### src/rtl/mac_pkg.sv
// Shared widths and helpers for the multi-lane MAC datapath.
// The lane-sum width macro keeps the adder tree and accumulator in agreement.
`define MAC_LANE_SUM_WIDTH(dw, lanes) (2*(dw) + mac_pkg::clog2(lanes))

package mac_pkg;

  localparam int DEFAULT_DATA_WIDTH = 8;
  localparam int DEFAULT_LANES      = 4;
  localparam int DEFAULT_ACC_WIDTH  = 16;

  // Ceiling log2; clog2(1) = 0 so a single-lane build needs no extra sum bits.
  function automatic int clog2(input int value);
    int result;
    result = 0;
    while ((1 << result) < value) result++;
    return result;
  endfunction

endpackage

### src/rtl/mac_vector_accumulator_if.sv
// Streaming port bundle: input beats (valid/ready/last) and the result channel.
interface mac_vector_accumulator_if
  import mac_pkg::*;
#(
  parameter int DATA_WIDTH = DEFAULT_DATA_WIDTH,
  parameter int LANES      = DEFAULT_LANES,
  parameter int ACC_WIDTH  = DEFAULT_ACC_WIDTH
);

  logic                        in_valid;
  logic                        in_ready;
  logic                        in_last;
  logic [ACC_WIDTH-1:0]        add_value;
  logic [LANES*DATA_WIDTH-1:0] input_values;
  logic [LANES*DATA_WIDTH-1:0] weight_values;
  logic                        out_valid;
  logic                        out_ready;
  logic [ACC_WIDTH-1:0]        output_value;
  logic                        overflow;

  modport master (
    output in_valid, in_last, add_value, input_values, weight_values, out_ready,
    input  in_ready, out_valid, output_value, overflow
  );

  modport slave (
    input  in_valid, in_last, add_value, input_values, weight_values, out_ready,
    output in_ready, out_valid, output_value, overflow
  );

endinterface

### src/rtl/mac_adder_tree.sv
// Combinational balanced adder tree reducing LANES products to one lane sum.
module mac_adder_tree
  import mac_pkg::*;
#(
  parameter int LANES      = DEFAULT_LANES,
  parameter int PROD_WIDTH = 2 * DEFAULT_DATA_WIDTH,
  parameter int SUM_WIDTH  = PROD_WIDTH + clog2(LANES)
) (
  input  logic [LANES*PROD_WIDTH-1:0] products,
  output logic [SUM_WIDTH-1:0]        sum
);

  localparam int LEAVES = 1 << clog2(LANES);
  localparam int NODES  = 2 * LEAVES - 1;

  // Heap-ordered tree: leaves padded with zero up to a power of two, node n sums 2n+1 and 2n+2.
  function automatic logic [SUM_WIDTH-1:0] tree_sum(input logic [LANES*PROD_WIDTH-1:0] p);
    logic [SUM_WIDTH-1:0] node [NODES];
    for (int i = 0; i < LEAVES; i++) begin
      if (i < LANES) node[LEAVES-1+i] = SUM_WIDTH'(p[i*PROD_WIDTH +: PROD_WIDTH]);
      else           node[LEAVES-1+i] = '0;
    end
    for (int n = LEAVES - 2; n >= 0; n--) node[n] = node[2*n+1] + node[2*n+2];
    return node[0];
  endfunction

  assign sum = tree_sum(products);

endmodule

### src/rtl/mac_vector_accumulator.sv
// Two-stage pipelined multi-lane dot-product accumulator with a global output stall.
// Stage P registers lane products; stage A reduces, accumulates and publishes results.
module mac_vector_accumulator
  import mac_pkg::*;
#(
  parameter int DATA_WIDTH = DEFAULT_DATA_WIDTH,
  parameter int LANES      = DEFAULT_LANES,
  parameter int ACC_WIDTH  = DEFAULT_ACC_WIDTH,
  parameter bit SATURATE   = 1'b0
) (
  input  logic                     clk,
  input  logic                     reset_n,
  mac_vector_accumulator_if.slave  bus
);

  localparam int PROD_WIDTH = 2 * DATA_WIDTH;
  localparam int SUM_WIDTH  = `MAC_LANE_SUM_WIDTH(DATA_WIDTH, LANES);
  localparam int EXT_WIDTH  = ACC_WIDTH + 1 + clog2(LANES);

  logic                        stall;
  logic                        accept;
  logic                        first_beat;
  logic                        p_valid;
  logic                        p_last;
  logic                        p_first;
  logic [LANES*PROD_WIDTH-1:0] p_products;
  logic [LANES*PROD_WIDTH-1:0] products_next;
  logic [ACC_WIDTH-1:0]        p_bias;
  logic [ACC_WIDTH-1:0]        acc;
  logic                        sticky;
  logic [SUM_WIDTH-1:0]        lane_sum;
  logic [EXT_WIDTH-1:0]        acc_wide;
  logic [ACC_WIDTH-1:0]        acc_next;
  logic                        beat_overflow;
  logic                        vector_overflow;

  // A held result freezes the whole pipeline, so nothing upstream can be lost.
  assign stall        = bus.out_valid & ~bus.out_ready;
  assign bus.in_ready = ~stall;
  assign accept       = bus.in_valid & ~stall;

  // NOTE: every always_comb output gets a value on every path; a missed default infers a latch.
  always_comb begin
    products_next = '0;
    for (int i = 0; i < LANES; i++) begin
      products_next[i*PROD_WIDTH +: PROD_WIDTH] =
        PROD_WIDTH'(bus.input_values[i*DATA_WIDTH +: DATA_WIDTH]) *
        PROD_WIDTH'(bus.weight_values[i*DATA_WIDTH +: DATA_WIDTH]);
    end
  end

  mac_adder_tree #(
    .LANES      (LANES),
    .PROD_WIDTH (PROD_WIDTH),
    .SUM_WIDTH  (SUM_WIDTH)
  ) u_adder_tree (
    .products (p_products),
    .sum      (lane_sum)
  );

  // Extra headroom bits catch overflow even when the bias is near full scale.
  always_comb begin
    acc_wide        = EXT_WIDTH'(p_first ? p_bias : acc) + EXT_WIDTH'(lane_sum);
    beat_overflow   = |acc_wide[EXT_WIDTH-1:ACC_WIDTH];
    vector_overflow = beat_overflow | (sticky & ~p_first);
    if (SATURATE && beat_overflow) acc_next = '1;
    else                           acc_next = acc_wide[ACC_WIDTH-1:0];
  end

  // NOTE: sequential state uses non-blocking assignments so every register samples pre-edge values.
  always_ff @(posedge clk or negedge reset_n) begin
    if (!reset_n) begin
      // NOTE: datapath registers are reset too, so a mid-vector reset can never leak a partial sum.
      first_beat       <= 1'b1;
      p_valid          <= 1'b0;
      p_last           <= 1'b0;
      p_first          <= 1'b1;
      p_products       <= '0;
      p_bias           <= '0;
      acc              <= '0;
      sticky           <= 1'b0;
      bus.out_valid    <= 1'b0;
      bus.output_value <= '0;
      bus.overflow     <= 1'b0;
    end else if (!stall) begin
      p_valid <= accept;
      if (accept) begin
        p_products <= products_next;
        p_last     <= bus.in_last;
        p_first    <= first_beat;
        first_beat <= bus.in_last;
        if (first_beat) p_bias <= bus.add_value;
      end

      bus.out_valid <= p_valid & p_last;
      if (p_valid) begin
        if (p_last) begin
          bus.output_value <= acc_next;
          bus.overflow     <= vector_overflow;
          sticky           <= 1'b0;
        end else begin
          acc    <= acc_next;
          sticky <= vector_overflow;
        end
      end
    end
  end

endmodule
### src/flat_wrapper.sv
// flat-port wrapper written by rule: the top's interface ports become plain ports
module mac_vector_accumulator_flat import mac_pkg::*;
#(
  parameter int DATA_WIDTH = DEFAULT_DATA_WIDTH,
  parameter int LANES      = DEFAULT_LANES,
  parameter int ACC_WIDTH  = DEFAULT_ACC_WIDTH,
  parameter bit SATURATE   = 1'b0
)
  (clk, reset_n, bus_in_valid, bus_in_last, bus_add_value, bus_input_values, bus_weight_values, bus_out_ready, bus_in_ready, bus_out_valid, bus_output_value, bus_overflow);
  mac_vector_accumulator_if #(.DATA_WIDTH(DATA_WIDTH), .LANES(LANES), .ACC_WIDTH(ACC_WIDTH)) bus_i ();
  input  logic clk;
  input  logic reset_n;
  input wire logic [$bits(bus_i.in_valid)-1:0] bus_in_valid;
  input wire logic [$bits(bus_i.in_last)-1:0] bus_in_last;
  input wire logic [$bits(bus_i.add_value)-1:0] bus_add_value;
  input wire logic [$bits(bus_i.input_values)-1:0] bus_input_values;
  input wire logic [$bits(bus_i.weight_values)-1:0] bus_weight_values;
  input wire logic [$bits(bus_i.out_ready)-1:0] bus_out_ready;
  output wire logic [$bits(bus_i.in_ready)-1:0] bus_in_ready;
  output wire logic [$bits(bus_i.out_valid)-1:0] bus_out_valid;
  output wire logic [$bits(bus_i.output_value)-1:0] bus_output_value;
  output wire logic [$bits(bus_i.overflow)-1:0] bus_overflow;
  assign bus_i.in_valid = bus_in_valid;
  assign bus_i.in_last = bus_in_last;
  assign bus_i.add_value = bus_add_value;
  assign bus_i.input_values = bus_input_values;
  assign bus_i.weight_values = bus_weight_values;
  assign bus_i.out_ready = bus_out_ready;
  assign bus_in_ready = bus_i.in_ready;
  assign bus_out_valid = bus_i.out_valid;
  assign bus_output_value = bus_i.output_value;
  assign bus_overflow = bus_i.overflow;
  mac_vector_accumulator #(.DATA_WIDTH(DATA_WIDTH), .LANES(LANES), .ACC_WIDTH(ACC_WIDTH), .SATURATE(SATURATE)) u_core (.clk(clk), .reset_n(reset_n), .bus(bus_i));
endmodule
### config.mk
export PLATFORM = sky130hd
export DESIGN_NAME = mac_vector_accumulator_flat
export DESIGN_NICKNAME = d
export VERILOG_FILES = /design/src/rtl/mac_pkg.sv /design/src/rtl/mac_vector_accumulator_if.sv /design/src/rtl/mac_adder_tree.sv /design/src/rtl/mac_vector_accumulator.sv /design/src/flat_wrapper.sv
export SDC_FILE = /design/constraint.sdc
export NUM_CORES = 1
export LEC_CHECK = 0
export ABC_AREA = 1
export BUFFER_PORTS_ARGS = -buffer_cell sky130_fd_sc_hd__buf_2
export CAP_MARGIN = 25
export CORE_UTILIZATION = 30
export CTS_CLUSTER_DIAMETER = 40
export DETAILED_ROUTE_END_ITERATION = 10
export PLACE_DENSITY_LB_ADDON = 0.15
export SYNTH_ARGS = -nofsm -noshare
export SYNTH_HDL_FRONTEND = slang
export SYNTH_SLANG_ARGS = --single-unit
### constraint.sdc
create_clock -name clk -period 4.7 [get_ports clk]
set_clock_uncertainty 0.1 [all_clocks]
set_input_delay 1.41 -clock clk [delete_from_list [all_inputs] [get_ports clk]]
set_output_delay 1.41 -clock clk [all_outputs]
set_load 0.01 [all_outputs]
==> results.txt <==
- Largest cells by area after synthesis: fa_1, dfrtp_1, ha_1
- Max-cap viol count: 0
- Synthesized Nets: 2578
* Total number of yosys warnings: 0
- Synthesized area per cell: 7.47 um^2
* Portion of the clock cycle consumed by the worst path in the final layout: 103%
- Along the worst path, the maximum fanout reaches 4.
* Clock root buffer: clkbuf_16
* Width of the die: 233 um
- Final hold vios: 0
- From synthesis to final layout, the design area changed by 38.6%.
- Final routed wire length divided by cell count: 12.8 um
* Number of detailed-route iterations in the first pass: 5
* Cell type of the slowest stage on the worst timing path: fa_1
- Filler Cells Inserted: 5339
- The clock tree synthesis step divided the H-tree into 4 levels.
- After detailed routing, the met2 layer carries 20400 um of wire.
- The worst hold path passes through 2 cells.
* Number of diodes: 0
- Mapped cell area: 16000 um^2
* Total CTS buffers: 17
- Antenna violations before repair: 0
- Vias per inst: 4.35
- Clock Sinks: 119
- Floorplan die area: 54100 um^2
- STA classifies the critical path startpoint as a register.
- Highest Clock Rate: 0.206 GHz
- Buffer levels on the longest clock path: 2
* Slack of the worst reg-to-reg path: -150 ps
- Violated checks: setup timing
* Total via count after detailed routing: 13.9k
* Biggest area consumer among synthesized cells: fa_1
* Final setup violation count: 5
* Ys flop type: dfrtp_1
- Min Clock Period, post-route: 4850 ps
- The worst hold path belongs to the class reg -> reg.
- The max-slew violation count is 0.
- Critical path type: reg -> reg
- In this run the remaining antenna-violating nets after routing total 0.
- Setup repair after global routing could not meet its margin everywhere.
- For the pin with the worst max-slew slack, the measured transition is 781 ps.
- First-pass GRT wire length: 68800 um
* Category of cells accounting for the largest share of critical-path delay: adder cells
* Number of I/O port buffers: 103
- Arrival time of the worst setup path: 5070 ps
- Clock latency of the later-clocked register in the worst-skew pair: 430 ps
- Length of routed met3 wiring: 881 um
- The via count of the first global-routing pass came to 14.2k.
- Routability-driven placement finished with a final weighted congestion of 0.818.
* Top library cells by usage in the layout, fill and taps aside: nand2_1, inv_1, buf_4
- Highest cell delay on the worst timing path: 510 ps
* Area share of the leading cell type in the synthesized netlist: 20.4%
* Worst path buffer plus inverter count: 6
* CTS tree: built
- Post-route cell area: 22100 um^2
- The floorplan has 84 rows.
- In this run the standard cell core region covers 52600 um^2.
- The detailed router used layers up to and including met4.
* Cell area reported after detailed placement: 19600 um^2
- Final net count: 2941
* Final worst setup slack: -150 ps
- Across every metal layer, demand over resource in global routing totals 15.6%.
- Share of the yosys chip area belonging to registers: 18.7%
- Outcome: finished with violations
- Cells with a size suffix above 1 make up 32.5% of the layout.
- IO Count: 104
- Number of flops mapped to enable cells by yosys: 0
- Critical path depth: 30
- CTS clk-pin slew, worst paths: 60 ps
- Number of instances in the synthesized netlist: 2138
- Final HPWL DP: 34200 um
- Initial Utilization: 30.4%
* Total of hold buffers inserted after clock tree synthesis: 0
* Final wirelength: 40900 um
- Leaving out fill and tap cells, the most frequent cell in the layout is nand2_1.
- Final Core Density: 42.1%
- Largest net degree at the start of global routing: 77
* Critical path's most frequent cell: nand2_1
* Number of synthesized register bits: 119
- Total gr overflow: 0
- DRC errors left: 0
- The die is 233 um tall.
- The worst setup path is captured at a register.
- Max transition margin: 47.9%
- Number of distinct standard cells referenced by the synthesized netlist: 46
- For the worst flop-to-flop path, the logic depth is 30.
- Placement Setup Slack: -526 ps
* 1st-iter DRT viols: 428
* Share of synthesized flip-flops with an asynchronous set or reset: 100%
- Met1 Wirelength: 19400 um
- For the worst setup path, the data required time is 4920 ps.
[final timing paths]
| kind | to | start |
|---|---|---|
| worst min register to register | u_core.bus.output_value[5]$_DFFE_PN0P_ | u_core.bus.output_value[5]$_DFFE_PN0P_ |
| worst max-delay path | u_core.bus.overflow$_DFFE_PN0P_ | u_core.p_products[32]$_DFFE_PN0P_ |
| worst min-delay path | u_core.bus.output_value[5]$_DFFE_PN0P_ | u_core.bus.output_value[5]$_DFFE_PN0P_ |
| min in group asynchronous | u_core.bus.output_value[12]$_DFFE_PN0P_ | reset_n |
| worst max register to register | u_core.bus.overflow$_DFFE_PN0P_ | u_core.p_products[32]$_DFFE_PN0P_ |
| max in group asynchronous | u_core.p_products[37]$_DFFE_PN0P_ | reset_n |
[logic make-up after synthesis]
group / synth area share (%)
buf+inv: 13.6
fa+ha+maj: 35.5
xor+xnor: 3.40
flops: 18.7
compound gates: 7.58
mux: 1.13
simple gates: 20.2
[tightest hold or removal path: stages (launching register included)]
cell	delay [ps]
dfrtp_1	340
nand2_1	50
nand2_1	50
[routing by layer]
layer,GRT usage [%],up-vias
met5,0,-
li1,-,7174
met4,2.37,0
met3,1.83,16
met2,26.9,135
met1,21.2,6597
[registers in the layout, summed over array words and instances, names as in the netlist]
signal	cells
u_core.p_bias	16
u_core.p_products	64
u_core.p_valid	1
u_core.sticky	1
u_core.p_first	1
u_core.first_beat	1
u_core.p_last	1
u_core.bus.output_value	16
u_core.acc	16
u_core.bus.out_valid	1
u_core.bus.overflow	1
[timing repair]
| item | CTS | global route |
|---|---|---|
| resized for setup | 71 | 382 |
| pin swaps | 45 | 205 |
| setup buffers | 6 | 24 |
| setup endpoints to repair | 26 | 53 |
[cell usage after synthesis (all sizes together), types with 3 or more instances]
library cell,number
nand2,626
inv,481
ha,192
fa,163
o21ai,118
dfrtp,117
a21oi,82
nor2,71
clkbuf,70
nand3,69
xor2,41
xnor2,21
buf,17
mux2,16
nor3,9
or2,7
nand4,6
o31ai,6
nand3b,5
a31oi,4
o211ai,3
o21bai,3
[final cells by class]
cell class,instances,area [um^2],share of cell area (%)
tap,688,861,3.89
sequential,119,2980,13.5
clock inverter,11,148,0.667
timing repair buffer,431,3410,15.4
inverter,481,1810,8.16
multi-input combinational,1451,12500,56.3
clock buffer,21,460,2.08
[through the flow]
step           instances  setup TNS (ps)  hold WS [ps]
6_report            3202            -420           373
5_1_grt             3202           -4860           401
4_1_cts             3182            -520           378
3_5_place_dp        3145          -18260           362
3_3_place_gp        3145          -17080           359
2_1_floorplan       2138           -2200           349
Power is not shown: default switching activity piles up to over one toggle a cycle in this logic, so the estimate is an artifact.
